===== src/rtl/rv_alu_core_mc.sv =====
// Multi-cycle RV32I/RV32E integer ALU core: fetches over a req/gnt/rvalid port,
// executes OP and (optionally) OP-IMM, and halts on ECALL or any illegal encoding.
module rv_alu_core_mc #(
  parameter int              XLEN     = 32,
  parameter int              NREGS    = 32,
  parameter logic [XLEN-1:0] RESET_PC = '0,
  parameter bit              IMM_EN   = 1'b1
) (
  input  logic            clk,
  input  logic            reset,
  output logic            imem_req,
  output logic [XLEN-1:0] imem_addr,
  input  logic            imem_gnt,
  input  logic            imem_rvalid,
  input  logic [31:0]     imem_rdata,
  output logic [XLEN-1:0] pc,
  output logic            retire,
  output logic [3:0]      flags,
  output logic            halt,
  output logic            illegal,
  input  logic [4:0]      dbg_raddr,
  output logic [XLEN-1:0] dbg_rdata
);

  localparam int AW = $clog2(NREGS);
  localparam logic [6:0] OPC_OP     = 7'b0110011;
  localparam logic [6:0] OPC_OP_IMM = 7'b0010011;
  localparam logic [6:0] F7_ZERO    = 7'b0000000;
  localparam logic [6:0] F7_ALT     = 7'b0100000;

  typedef enum logic [1:0] {
    S_FETCH = 2'd0,
    S_WAIT  = 2'd1,
    S_EXEC  = 2'd2,
    S_HALT  = 2'd3
  } state_t;

  state_t          r_state;
  logic [XLEN-1:0] r_pc;
  logic [31:0]     r_ir;
  logic            r_req;
  logic            r_retire;
  logic [3:0]      r_flags;
  logic            r_halt;
  logic            r_illegal;
  logic [XLEN-1:0] r_regs [NREGS];

  logic            w_legal;
  logic [XLEN-1:0] w_a;
  logic [XLEN-1:0] w_b;
  logic [XLEN-1:0] w_imm;
  logic [XLEN:0]   w_sum;
  logic [XLEN:0]   w_diff;
  logic [XLEN-1:0] w_result;
  logic            w_c;
  logic            w_v;
  logic            w_is_op;
  logic [2:0]      w_f3;

  function automatic logic idx_ok(input logic [4:0] idx);
    return ({27'd0, idx} < 32'(NREGS));
  endfunction

  function automatic logic insn_legal(input logic [31:0] insn);
    logic [6:0] opc;
    logic [6:0] f7;
    logic [2:0] f3;
    logic       regs_ok;
    logic       ok;
    opc     = insn[6:0];
    f7      = insn[31:25];
    f3      = insn[14:12];
    regs_ok = idx_ok(insn[11:7]) && idx_ok(insn[19:15]);
    ok      = 1'b0;
    case (opc)
      OPC_OP: begin
        ok = regs_ok && idx_ok(insn[24:20]) &&
             ((f7 == F7_ZERO) ||
              ((f7 == F7_ALT) && ((f3 == 3'b000) || (f3 == 3'b101))));
      end
      OPC_OP_IMM: begin
        if (IMM_EN) begin
          case (f3)
            3'b001:  ok = regs_ok && (f7 == F7_ZERO);
            3'b101:  ok = regs_ok && ((f7 == F7_ZERO) || (f7 == F7_ALT));
            default: ok = regs_ok;
          endcase
        end else begin
          ok = 1'b0;
        end
      end
      default: ok = 1'b0;
    endcase
    return ok;
  endfunction

  // x0 and indices beyond the implemented file always read as zero
  function automatic logic [XLEN-1:0] read_reg(input logic [4:0] idx);
    logic [XLEN-1:0] val;
    if ((idx == 5'd0) || !idx_ok(idx)) begin
      val = '0;
    end else begin
      val = r_regs[idx[AW-1:0]];
    end
    return val;
  endfunction

  assign w_legal = insn_legal(r_ir);
  assign w_is_op = (r_ir[6:0] == OPC_OP);
  assign w_f3    = r_ir[14:12];
  assign w_imm   = {{(XLEN-12){r_ir[31]}}, r_ir[31:20]};
  assign w_a     = read_reg(r_ir[19:15]);
  assign w_b     = w_is_op ? read_reg(r_ir[24:20]) : w_imm;

  // ALU datapath and flag generation for the instruction held in r_ir
  always_comb begin
    w_sum    = {1'b0, w_a} + {1'b0, w_b};
    w_diff   = {1'b0, w_a} - {1'b0, w_b};
    w_result = '0;
    w_c      = 1'b0;
    w_v      = 1'b0;
    case (w_f3)
      3'b000: begin
        if (w_is_op && r_ir[30]) begin
          w_result = w_diff[XLEN-1:0];
          w_c      = ~w_diff[XLEN];
          w_v      = (w_a[XLEN-1] != w_b[XLEN-1]) && (w_diff[XLEN-1] != w_a[XLEN-1]);
        end else begin
          w_result = w_sum[XLEN-1:0];
          w_c      = w_sum[XLEN];
          w_v      = (w_a[XLEN-1] == w_b[XLEN-1]) && (w_sum[XLEN-1] != w_a[XLEN-1]);
        end
      end
      3'b001: w_result = w_a << w_b[4:0];
      3'b010: w_result = {{(XLEN-1){1'b0}}, ($signed(w_a) < $signed(w_b))};
      3'b011: w_result = {{(XLEN-1){1'b0}}, (w_a < w_b)};
      3'b100: w_result = w_a ^ w_b;
      3'b101: begin
        if (r_ir[30]) begin
          w_result = $signed(w_a) >>> w_b[4:0];
        end else begin
          w_result = w_a >> w_b[4:0];
        end
      end
      3'b110: w_result = w_a | w_b;
      3'b111: w_result = w_a & w_b;
      default: w_result = '0;
    endcase
  end

  // Control FSM, architectural state and registered status outputs
  always_ff @(posedge clk or negedge reset) begin
    if (!reset) begin
      r_state   <= S_FETCH;
      r_pc      <= RESET_PC;
      r_ir      <= 32'd0;
      r_req     <= 1'b0;
      r_retire  <= 1'b0;
      r_flags   <= 4'd0;
      r_halt    <= 1'b0;
      r_illegal <= 1'b0;
      for (int i = 0; i < NREGS; i++) begin
        r_regs[i] <= '0;
      end
    end else begin
      r_retire <= 1'b0;
      case (r_state)
        S_FETCH: begin
          // the first cycle out of reset only raises req; gnt counts once req is visible
          if (r_req && imem_gnt) begin
            r_req   <= 1'b0;
            r_state <= S_WAIT;
          end else begin
            r_req <= 1'b1;
          end
        end
        S_WAIT: begin
          if (imem_rvalid) begin
            r_ir     <= imem_rdata;
            r_retire <= insn_legal(imem_rdata);
            r_state  <= S_EXEC;
          end
        end
        S_EXEC: begin
          if (w_legal) begin
            if (r_ir[11:7] != 5'd0) begin
              r_regs[r_ir[7 +: AW]] <= w_result;
            end
            r_flags <= {w_result[XLEN-1], (w_result == '0), w_c, w_v};
            r_pc    <= r_pc + XLEN'(4);
            r_req   <= 1'b1;
            r_state <= S_FETCH;
          end else begin
            r_halt    <= 1'b1;
            r_illegal <= (r_ir != 32'h0000_0073);
            r_state   <= S_HALT;
          end
        end
        S_HALT: begin
          r_req <= 1'b0;
        end
        default: begin
          r_req     <= 1'b0;
          r_halt    <= 1'b1;
          r_illegal <= 1'b1;
          r_state   <= S_HALT;
        end
      endcase
    end
  end

  assign imem_req  = r_req;
  assign imem_addr = r_pc;
  assign pc        = r_pc;
  assign retire    = r_retire;
  assign flags     = r_flags;
  assign halt      = r_halt;
  assign illegal   = r_illegal;
  assign dbg_rdata = read_reg(dbg_raddr);

endmodule


===== config.mk =====
export PLATFORM = sky130hd
export DESIGN_NAME = rv_alu_core_mc
export DESIGN_NICKNAME = d
export VERILOG_FILES = /design/src/rtl/rv_alu_core_mc.sv
export SDC_FILE = /design/constraint.sdc
export NUM_CORES = 2
export LEC_CHECK = 0
export BUFFER_PORTS_ARGS = -buffer_cell sky130_fd_sc_hd__clkbuf_2
export CORE_MARGIN = 1.5
export CORE_UTILIZATION = 30
export CTS_BUF_LIST = sky130_fd_sc_hd__clkbuf_4 sky130_fd_sc_hd__clkbuf_8 sky130_fd_sc_hd__clkbuf_16
export CTS_CLUSTER_SIZE = 28
export DETAILED_ROUTE_END_ITERATION = 7
export GPL_ROUTABILITY_DRIVEN = 0
export HOLD_SLACK_MARGIN = 0.06
export REMOVE_ABC_BUFFERS = 1
export SKIP_CTS_REPAIR_TIMING = 1
export SLEW_MARGIN = 25
export SYNTH_ARGS = -nofsm -noshare
export SYNTH_HDL_FRONTEND = slang
export SYNTH_SLANG_ARGS = --single-unit

===== constraint.sdc =====
create_clock -name clk -period 11.3 [get_ports clk]
set_input_delay 1.695 -clock clk [delete_from_list [all_inputs] [get_ports clk]]
set_output_delay 1.695 -clock clk [all_outputs]
set_load 0.02 [all_outputs]

==> impl_metrics.toml <==
[clocking]
cts_tree = "yes"
clkSinkCount = 1096
clockRootBuffer = "clkbuf_16"
cts_max_level = 3
cts_buffers = 118
cts.clk_slew.worst_paths_ps = 70
clkLatencyLatePin_ps = 800
max-clock-path-buffers = 3

[logic_synthesis]
yosysTopAreaCellShare = 0.3747
synth_fa_ha_area_frac = 0.01815
netlist_instances = 6551
synth_edf_count = 0
synth_flop_cell = "dfrtp_1"
syn_area_per_cell_um2 = 11.17
synthTopCellsByArea = "dfrtp_1 37%, mux4_2 25%, mux2_2 5.2%"
synth_cell_types = 108
yosys.area_share.simple = 0.09031
synthMuxAreaShare = 0.3342
ys_warn_count = 0
synthXorXnorAreaFrac = 0.007539
synth_top_family_by_area = "multiplexers"
async_reset_ff_frac = 1.000
synth_compound_gate_area_share = 0.1265
synth_area_mm2 = 0.07319
yosys.area.top_type = "dfrtp_1"
synth-seq-cells = 1096
synth-seq-area-share = 0.3747

[min_path]
hold_path_class = "register to register"
min_from = "r_regs[992]"

[critical_path]
startpoint = "r_ir[20]"
ff2ff_path_depth = 22
critPathArrivalTime_ps = 9820
ff2ff_setup_slack_ps = 2170
worstPathRequired_ps = 11980
worstPathMaxFanout = 41
crit-reg2reg-launch = "r_ir[20]"
endpoint = "flags[2]"
worstSetupStartpointType = "register"
r2r_end = "flags[2]"
setup.worst_path.end_class = "register"
worstSetupPathType = "register to register"

[floorplan]
start_util = 0.3012
die_h_um = 496.9
die_w_um = 496.9
die_area_mm2 = 0.2469
rows = 181
ios = 145
core_region_area_mm2 = 0.2430

[placed_design]
hpwl_um = 185900
placed_area_mm2 = 0.07674
io_buffers = 140
dpl_worst_slack_ps = 2346

[cells_and_area]
areaGrowthSynthToFinish_pct = 10.85
stdcell_area_mm2 = 0.08113
drive_above_1_share = 0.2846
nets = 6429

[timing]
max_freq_ghz = 0.1095
period_share = 0.8082
worstMarginPinSlew_ps = 1173
hold_viol_final = 0
fin_crit_ps = 9133
fin_skew_ps = 46.01
final-max-slew-violation-count = 0
grt_setup_unrepaired = "false"
max_slew_margin = 0.2177
fin_ws_ps = 2167
setup_viol = 0

[global_routing]
grt_use_total = 0.2326
first_global_vias = 58621
grt_max_degree = 189
grt_first_pass_wirelength_um = 425200
antenna_found_initial = 15
grt_overflow = 0

[outcome]
status = "finished with violations"
failed_checks = "design-rule violations"

[drt]
drtIter0Drc = 9242
wl_um = 294000
dr.pass1.iters = 8
vias = 60040
drt.antenna.violating_nets = 0
via_per_inst = 6.263
routedWlPerCell_um = 30.67
drc_errors = 398

[power]
powerDensity_mw_per_mm2 = 246.0
peakVddDrop_uv = 265.5
p_leak_nw = 33.96

[flow_run]
cap_violations = 0
[metrics by stage]
step / total power [mW] / cells / hold WS [ps] / utilization / setup TNS [ps]
final: 19.96 / 9587 / 409.6 / 0.3339 / 0
after global routing: 20.48 / 9584 / 417.7 / 0.3339 / 0
after floorplan: 11.11 / 5845 / 365.3 / - / -5411520
after CTS: 19.43 / 9579 / 407.2 / 0.3334 / 0
after detailed placement: 15.14 / 9362 / 391.3 / 0.3158 / 0
after global placement: 15.07 / 9362 / 377.9 / 0.3157 / 0
[cells in the mapped netlist, types with 45 or more instances]
cell type	instances
nor2_1	413
o21ai_0	659
nand2_1	824
inv_1	101
dfrtp_1	1096
a21oi_1	340
ha_1	103
buf_2	68
xnor2_1	45
buf_4	57
a22oi_1	76
mux2_2	338
buf_1	70
nand3_1	53
clkbuf_1	491
mux4_2	808
mux2i_1	243
[sequential cells by signal, summed over array words and instances, names as in the netlist]
| signal | count |
|---|---|
| r_ir | 32 |
| halt | 1 |
| r_state | 2 |
| retire | 1 |
| imem_req | 1 |
| r_regs | 1024 |
| illegal | 1 |
| imem_addr | 30 |
| flags | 4 |
[cell type report]
type / instances / area [um^2]
Multi-Input combinational cell: 4638 / 42710
Clock buffer: 164 / 3551
Antenna cell: 5 / 12.51
Clock inverter: 53 / 711.9
Timing Repair Buffer: 318 / 2261
Fill cell: 23928 / 161900
Inverter: 111 / 422.9
Tap cell: 3202 / 4006
Sequential cell: 1096 / 27460
[worst max-delay path: stages (launching register included)]
cell	delay, ps
dfrtp_4	940
buf_4	780
mux2i_1	230
a22oi_1	240
a21boi_0	140
o31ai_2	530
nand2_2	460
ha_1	550
a21o_1	220
a221oi_1	510
o31ai_1	190
a2111oi_2	760
nor2_1	160
a2111oi_0	460
o21ai_0	170
o21ai_0	140
xnor2_1	170
o221ai_1	150
or4_4	660
nor4b_2	500
nand4b_1	150
or4b_1	540
o31ai_1	260
[cell usage in the layout (no fill, tap or decap), drive strengths merged, types with 28 or more instances in the layout]
cell type / n
xnor2: 45
buf: 184
o21ai: 672
mux4: 808
nor2b: 30
clkinv: 31
nor3: 47
a21oi: 341
o22ai: 40
inv: 110
ha: 103
a31oi: 33
dfrtp: 1096
clkbuf: 298
mux2i: 243
a211oi: 38
nand4: 30
nand2: 827
nand3: 54
a22oi: 77
and2: 28
nor2: 418
mux2: 340
o221ai: 40
[how the worst min path moves through the flow]
stage                        endpoint  slack [ps]  depth (start not counted)
after CTS                 r_regs[992]         410                          0
final                     r_regs[992]         410                          0
after floorplan           r_regs[996]         370                          0
after detailed placement  r_regs[992]         390                          0
after global routing      r_regs[992]         420                          0
after global placement    r_regs[996]         380                          0
[where the power goes]
group | switching, mW | internal (mW) | leakage, nW
clock | 1.76 | 2.53 | 2.11
sequential | 0.418 | 4.02 | 15.2
combinational | 7.98 | 3.26 | 16.6
[cells by family (layout without fill, tap and decap cells)]
family	after synthesis	count (layout)
adder cells (fa/ha/maj)	105	105
flip-flops	1096	1096
XOR/XNOR	63	63
multiplexers	1391	1391
buffers and inverters	820	646
AO/OA/AOI/OAI	1525	1525
other	1	9
AND/OR/NAND/NOR	1550	1550
[metal layers]
layer  track usage  share of wire
met2        0.3328           0.42
met5       0.01023         0.0015
met3       0.08995           0.14
met4        0.1421          0.072
met1        0.2939           0.37
No activity file was read; power rests on OpenSTA's default activity.
